===== config.mk =====
export PLATFORM = sky130hd
export DESIGN_NAME = arb2_1_flat
export DESIGN_NICKNAME = d
export VERILOG_FILES = /design/src/rtl/arb2_1_if.sv /design/src/rtl/arb2_1.sv /design/src/flat_wrapper.sv
export SDC_FILE = /design/constraint.sdc
export NUM_CORES = 1
export LEC_CHECK = 0
export CAP_MARGIN = 40
export CORE_ASPECT_RATIO = 1.4
export CORE_MARGIN = 4
export CORE_UTILIZATION = 41
export DETAILED_ROUTE_END_ITERATION = 10
export PLACE_DENSITY = 0.81
export SLEW_MARGIN = 10
export SYNTH_ARGS = -nofsm -noshare
export SYNTH_HDL_FRONTEND = slang
export SYNTH_SLANG_ARGS = --single-unit

===== constraint.sdc =====
create_clock -name clk -period 1.8 [get_ports clk]
set_clock_uncertainty 0.1 [all_clocks]
set_input_delay 0.36 -clock clk [delete_from_list [all_inputs] [get_ports clk]]
set_output_delay 0.36 -clock clk [all_outputs]
set_load 0.05 [all_outputs]

===== src/rtl/arb2_1_if.sv =====
// arb2_1_if: request/grant and output handshake bundle for the two-source
// arbiter. The slave modport is the arbiter's view; master is the view of the
// surrounding sources and consumer.
interface arb2_1_if #(
  parameter int WIDTH = 16
);
  logic             ReqA;
  logic [WIDTH-1:0] DataA;
  logic             ReqB;
  logic [WIDTH-1:0] DataB;
  logic             GntA;
  logic             GntB;
  logic             Sel;
  logic             OutValid;
  logic [WIDTH-1:0] OutData;
  logic             OutReady;

  modport slave (
    input  ReqA, DataA, ReqB, DataB, OutReady,
    output GntA, GntB, Sel, OutValid, OutData
  );

  modport master (
    output ReqA, DataA, ReqB, DataB, OutReady,
    input  GntA, GntB, Sel, OutValid, OutData
  );
endinterface


===== src/rtl/arb2_1.sv =====
// arb2_1: two-source arbiter feeding a 2-entry output FIFO.
// Configuration macro: ARB2_RR_EN. When defined, arbitration is round-robin
// (a priority bit flips after each grant); when undefined, A has fixed
// priority and no priority register exists.
// Grants are combinational from requests, OutReady and state only; data words
// reach the outputs solely through the FIFO registers.
module arb2_1 #(
  parameter int WIDTH = 16
) (
  input  logic     clk,
  input  logic     rst,
  arb2_1_if.slave  bus
);

  // FIFO state
  logic [1:0]       count_q,  count_d;
  logic             wr_ptr_q, wr_ptr_d;
  logic             rd_ptr_q, rd_ptr_d;
  logic [WIDTH-1:0] mem0_q,   mem0_d;
  logic [WIDTH-1:0] mem1_q,   mem1_d;

  // Arbitration and handshake terms
  logic             pri_s;
  logic             pop_s;
  logic             accept_s;
  logic             gnt_a_s;
  logic             gnt_b_s;
  logic             push_s;
  logic [WIDTH-1:0] wdata_s;

`ifdef ARB2_RR_EN
  logic pri_q, pri_d;

  // Priority flips toward the source that did not win the last grant
  always_comb begin
    pri_d = pri_q;
    if (gnt_a_s) begin
      pri_d = 1'b1;
    end else if (gnt_b_s) begin
      pri_d = 1'b0;
    end else begin
      pri_d = pri_q;
    end
  end

  // Priority register
  always_ff @(posedge clk) begin
    if (rst) begin
      pri_q <= 1'b0;
    end else begin
      pri_q <= pri_d;
    end
  end

  assign pri_s = pri_q;
`else
  // Fixed priority: A always preferred
  assign pri_s = 1'b0;
`endif

  // Pop when the head is offered and taken; accept when a slot is free or one frees now
  always_comb begin
    pop_s    = (count_q != 2'd0) && bus.OutReady;
    accept_s = (count_q != 2'd2) || pop_s;
  end

  // Grant selection; grants are suppressed while reset is asserted
  always_comb begin
    gnt_a_s = 1'b0;
    gnt_b_s = 1'b0;
    if (rst) begin
      gnt_a_s = 1'b0;
      gnt_b_s = 1'b0;
    end else if (accept_s) begin
      case ({bus.ReqA, bus.ReqB})
        2'b10: gnt_a_s = 1'b1;
        2'b01: gnt_b_s = 1'b1;
        2'b11: begin
          if (pri_s) begin
            gnt_b_s = 1'b1;
          end else begin
            gnt_a_s = 1'b1;
          end
        end
        default: begin
          gnt_a_s = 1'b0;
          gnt_b_s = 1'b0;
        end
      endcase
    end else begin
      gnt_a_s = 1'b0;
      gnt_b_s = 1'b0;
    end
  end

  // Write word selection follows the mux select
  always_comb begin
    push_s = gnt_a_s | gnt_b_s;
    if (gnt_b_s) begin
      wdata_s = bus.DataB;
    end else begin
      wdata_s = bus.DataA;
    end
  end

  // FIFO next state: storage, pointers and occupancy
  always_comb begin
    mem0_d   = mem0_q;
    mem1_d   = mem1_q;
    wr_ptr_d = wr_ptr_q;
    rd_ptr_d = rd_ptr_q;
    count_d  = count_q;
    if (push_s) begin
      if (wr_ptr_q) begin
        mem1_d = wdata_s;
      end else begin
        mem0_d = wdata_s;
      end
      wr_ptr_d = ~wr_ptr_q;
    end else begin
      wr_ptr_d = wr_ptr_q;
    end
    if (pop_s) begin
      rd_ptr_d = ~rd_ptr_q;
    end else begin
      rd_ptr_d = rd_ptr_q;
    end
    case ({push_s, pop_s})
      2'b10:   count_d = count_q + 2'd1;
      2'b01:   count_d = count_q - 2'd1;
      default: count_d = count_q;
    endcase
  end

  // FIFO registers
  always_ff @(posedge clk) begin
    if (rst) begin
      mem0_q   <= '0;
      mem1_q   <= '0;
      wr_ptr_q <= 1'b0;
      rd_ptr_q <= 1'b0;
      count_q  <= 2'd0;
    end else begin
      mem0_q   <= mem0_d;
      mem1_q   <= mem1_d;
      wr_ptr_q <= wr_ptr_d;
      rd_ptr_q <= rd_ptr_d;
      count_q  <= count_d;
    end
  end

  // Output drive: grants/select from arbitration, head word from the FIFO registers
  always_comb begin
    bus.GntA     = gnt_a_s;
    bus.GntB     = gnt_b_s;
    bus.Sel      = gnt_b_s;
    bus.OutValid = (count_q != 2'd0);
    if (rd_ptr_q) begin
      bus.OutData = mem1_q;
    end else begin
      bus.OutData = mem0_q;
    end
  end

endmodule


===== src/flat_wrapper.sv =====
// flat-port wrapper written by rule: the top's interface ports become plain ports
module arb2_1_flat 
#(
  parameter int WIDTH = 16
)
  (clk, rst, bus_ReqA, bus_DataA, bus_ReqB, bus_DataB, bus_OutReady, bus_GntA, bus_GntB, bus_Sel, bus_OutValid, bus_OutData);
  arb2_1_if #(.WIDTH(WIDTH)) bus_i ();
  input  logic clk;
  input  logic rst;
  input wire logic [$bits(bus_i.ReqA)-1:0] bus_ReqA;
  input wire logic [$bits(bus_i.DataA)-1:0] bus_DataA;
  input wire logic [$bits(bus_i.ReqB)-1:0] bus_ReqB;
  input wire logic [$bits(bus_i.DataB)-1:0] bus_DataB;
  input wire logic [$bits(bus_i.OutReady)-1:0] bus_OutReady;
  output wire logic [$bits(bus_i.GntA)-1:0] bus_GntA;
  output wire logic [$bits(bus_i.GntB)-1:0] bus_GntB;
  output wire logic [$bits(bus_i.Sel)-1:0] bus_Sel;
  output wire logic [$bits(bus_i.OutValid)-1:0] bus_OutValid;
  output wire logic [$bits(bus_i.OutData)-1:0] bus_OutData;
  assign bus_i.ReqA = bus_ReqA;
  assign bus_i.DataA = bus_DataA;
  assign bus_i.ReqB = bus_ReqB;
  assign bus_i.DataB = bus_DataB;
  assign bus_i.OutReady = bus_OutReady;
  assign bus_GntA = bus_i.GntA;
  assign bus_GntB = bus_i.GntB;
  assign bus_Sel = bus_i.Sel;
  assign bus_OutValid = bus_i.OutValid;
  assign bus_OutData = bus_i.OutData;
  arb2_1 #(.WIDTH(WIDTH)) u_core (.clk(clk), .rst(rst), .bus(bus_i));
endmodule

==> results.sh <==
export IMPL_design_area_um2=2998
export IMPL_rr_startpoint="u_core.count_q[0]"
export IMPL_clock_latency_ns=0.29
export IMPL_die_y_um=91.02
export IMPL_ys_flop_type="dfxtp_1"
export IMPL_place_gp_congestion=0.8399
export IMPL_drt_total_wl_mm=5.860
export IMPL_place_hpwl_mm=3.958
export IMPL_yosysTopAreaCellShare_pct=35.71
export IMPL_slew_headroom_pct=78.08
export IMPL_postCtsHoldBufs=0
export IMPL_setup_viol=2
export IMPL_dr_pass1_iters=4
export IMPL_hold_start="rst"
export IMPL_synth_nets=255
export IMPL_p_leak_nw=1.215
export IMPL_ys_warn_count=0
export IMPL_grt_pass1_wl_mm=9.597
export IMPL_cp_end_kind="output port"
export IMPL_hold_viol=0
export IMPL_antenna_found_initial=0
export IMPL_layout_setup_ws_ns=-0.03004
export IMPL_cts_buffers=5
export IMPL_track_usage_pct=19.91
export IMPL_drt_iter0_drc=128
export IMPL_grt_setup_unrepaired="yes"
export IMPL_final_nets=322
export IMPL_status="finished, violations left"
export IMPL_drive_above_1_share_pct=36.49
export IMPL_cts_buffer_depth=2
export IMPL_yosysMostFrequentCell="dfxtp_1"
export IMPL_tritoncts="built"
export IMPL_crit_start="bus_ReqA"
export IMPL_dp_cells=331
export IMPL_portBuffers=56
export IMPL_netlist_top_cells_count="36 x dfxtp_1, 32 x a31oi_1, 22 x a311oi_1"
export IMPL_via_per_inst=5.775
export IMPL_yosysTopAreaCell="dfxtp_1"
export IMPL_grt_max_degree=35
export IMPL_async_flop_share_pct=0
export IMPL_stdcell_count=347
export IMPL_syn_inst=217
export IMPL_critPathMaxFanout=4
export IMPL_synth_area_per_cell_um2=9.300
export IMPL_coreArea_um2=4644
export IMPL_powerDensity_nw_per_um2=1133
export IMPL_min_path_cells=3
export IMPL_initial_core_util_pct=43.45
export IMPL_io_pins=57
export IMPL_start_kind="primary input"
export IMPL_maxCapViolations=0
export IMPL_drc_errors=0
export IMPL_insertedDiodeCount=0
export IMPL_arrival_ns=1.37
export IMPL_final_period_utilization_pct=101.7
export IMPL_cts_root_buf="clkbuf_8"
export IMPL_synth_area_leaders="dfxtp_1 36%, a31oi_1 9.9%, a311oi_1 9.5%"
export IMPL_clock_fmax_mhz=546.4
export IMPL_syn_cell_area_um2=2018
export IMPL_tns_ns=-0.05929
export IMPL_worstHoldPathType="in2reg"
export IMPL_drv_slew=0
export IMPL_drtAntennaViolNets=0
export IMPL_die_x_um=67.30
export IMPL_synth_edf_count=0
export IMPL_critical_path_class="in2out"
export IMPL_ir_worst_vdd_mv=0.5869
export IMPL_clk_pin_slew_ns=0.07
export IMPL_min_period_ns=1.830
export IMPL_area_delta_synth_final_pct=48.54
export IMPL_seq_area_frac_synth_pct=35.71
export IMPL_grt_pass1_vias=2049
export IMPL_worstMarginPinSlew_ns=0.3287
export IMPL_r2r_cells=6
export IMPL_grt_overflow_total=0
export IMPL_vias=2004
export IMPL_design_die_area_um2=6125
export IMPL_dpl_cell_area_um2=2748
export IMPL_violations="negative setup slack"
export IMPL_critical_path_required_ns=1.34
export IMPL_cts_max_level=2
export IMPL_synth_seq_cells=36
export IMPL_numClockSinks=36
export IMPL_rows=29
export IMPL_yosysUniqueCellTypes=31
export IMPL_routedWlPerCell_um=16.89
-- final timing paths --
kind                            end  slack (ns)
setup / recovery            bus_Sel       -0.03
hold / removal    u_core.count_q[1]        0.39
setup reg to reg  u_core.count_q[1]        0.01
hold reg to reg    u_core.mem0_q[9]        0.45
-- area by class of cell --
type,instances,area [µm²]
Multi-Input combinational cell,136,1177
Fill cell,415,1647
Tap cell,62,77.57
Timing Repair Buffer,88,864.6
Clock buffer,8,90.09
Sequential cell,36,724.4
Inverter,17,63.81
-- stage by stage --
stage          util (%)  worst slack (ns)  hold WS (ns)  total power (W)
2_1_floorplan         -           -0.2308        0.3763         0.002138
3_3_place_gp      59.16           -0.4014        0.3967         0.002617
3_5_place_dp      59.16           -0.4599        0.3956         0.002633
4_1_cts           62.63          -0.01317        0.3713         0.003301
5_1_grt           64.55          -0.06112        0.3984         0.003560
6_report          64.55          -0.03004        0.3866         0.003398
-- cells by family after synthesis --
kind of cell	after synthesis	synth area share (%)
buffers and inverters	46	10.23
AOI/OAI and AO/OA	100	38.13
xor gates and xnor gates	3	1.302
and+or+nand+nor	15	5.084
DFF	36	35.71
muxes	16	8.927
adders and majority gates	1	0.6199
-- cell usage in the layout, fill, tap and decap left out, types with 2 or more instances in the layout --
cell and count:
o21ai_0 9, mux2_2 16, o21ai_1 8, clkdlybuf4s50_1 32
dfxtp_1 33, dlygate4sd2_1 2, a311oi_2 12, buf_12 4
or2_2 2, xnor2_1 2, buf_4 30, a21o_1 16
and2_4 2, clkbuf_1 2, clkbuf_8 6, nor2_1 3
buf_6 17, a311oi_1 20, inv_1 17, dfxtp_2 3
a31oi_1 32
-- state kept, by name, summed over array words and instances (netlist names) --
signal,cells
u_core.mem0_q,16
u_core.mem1_q,16
u_core.count_q,2
u_core.rd_ptr_q,1
u_core.wr_ptr_q,1
-- layer usage --
layer / GRT usage [%] / wire, µm
met1: 25.19 / 2364
met2: 32.49 / 3002
met3: 4.074 / 376
met4: 7.783 / 118
met5: 0 / 0
-- report_power, final --
part	internal [W]	switching (W)	leakage, nW
combinational	0.000830	0.000963	0.872
clock	0.000312	0.000279	0.0455
sequential	0.000935	0.0000784	0.297
total	0.00208	0.00132	1.21
-- repair_timing --
item | CTS | global route
buffers inserted | 5 | 3
pin swaps | 5 | 1
cloned | 1 | 0
gates resized for setup | 14 | 21
endpoints found under the setup margin | 36 | 28
-- worst max-delay path, cell delays in order --
cell and delay (ns):
dlygate4sd2_1 0.27, buf_6 0.14, nor4b_4 0.26, buf_4 0.19, buf_12 0.14
(Power assumes the default switching activity.)
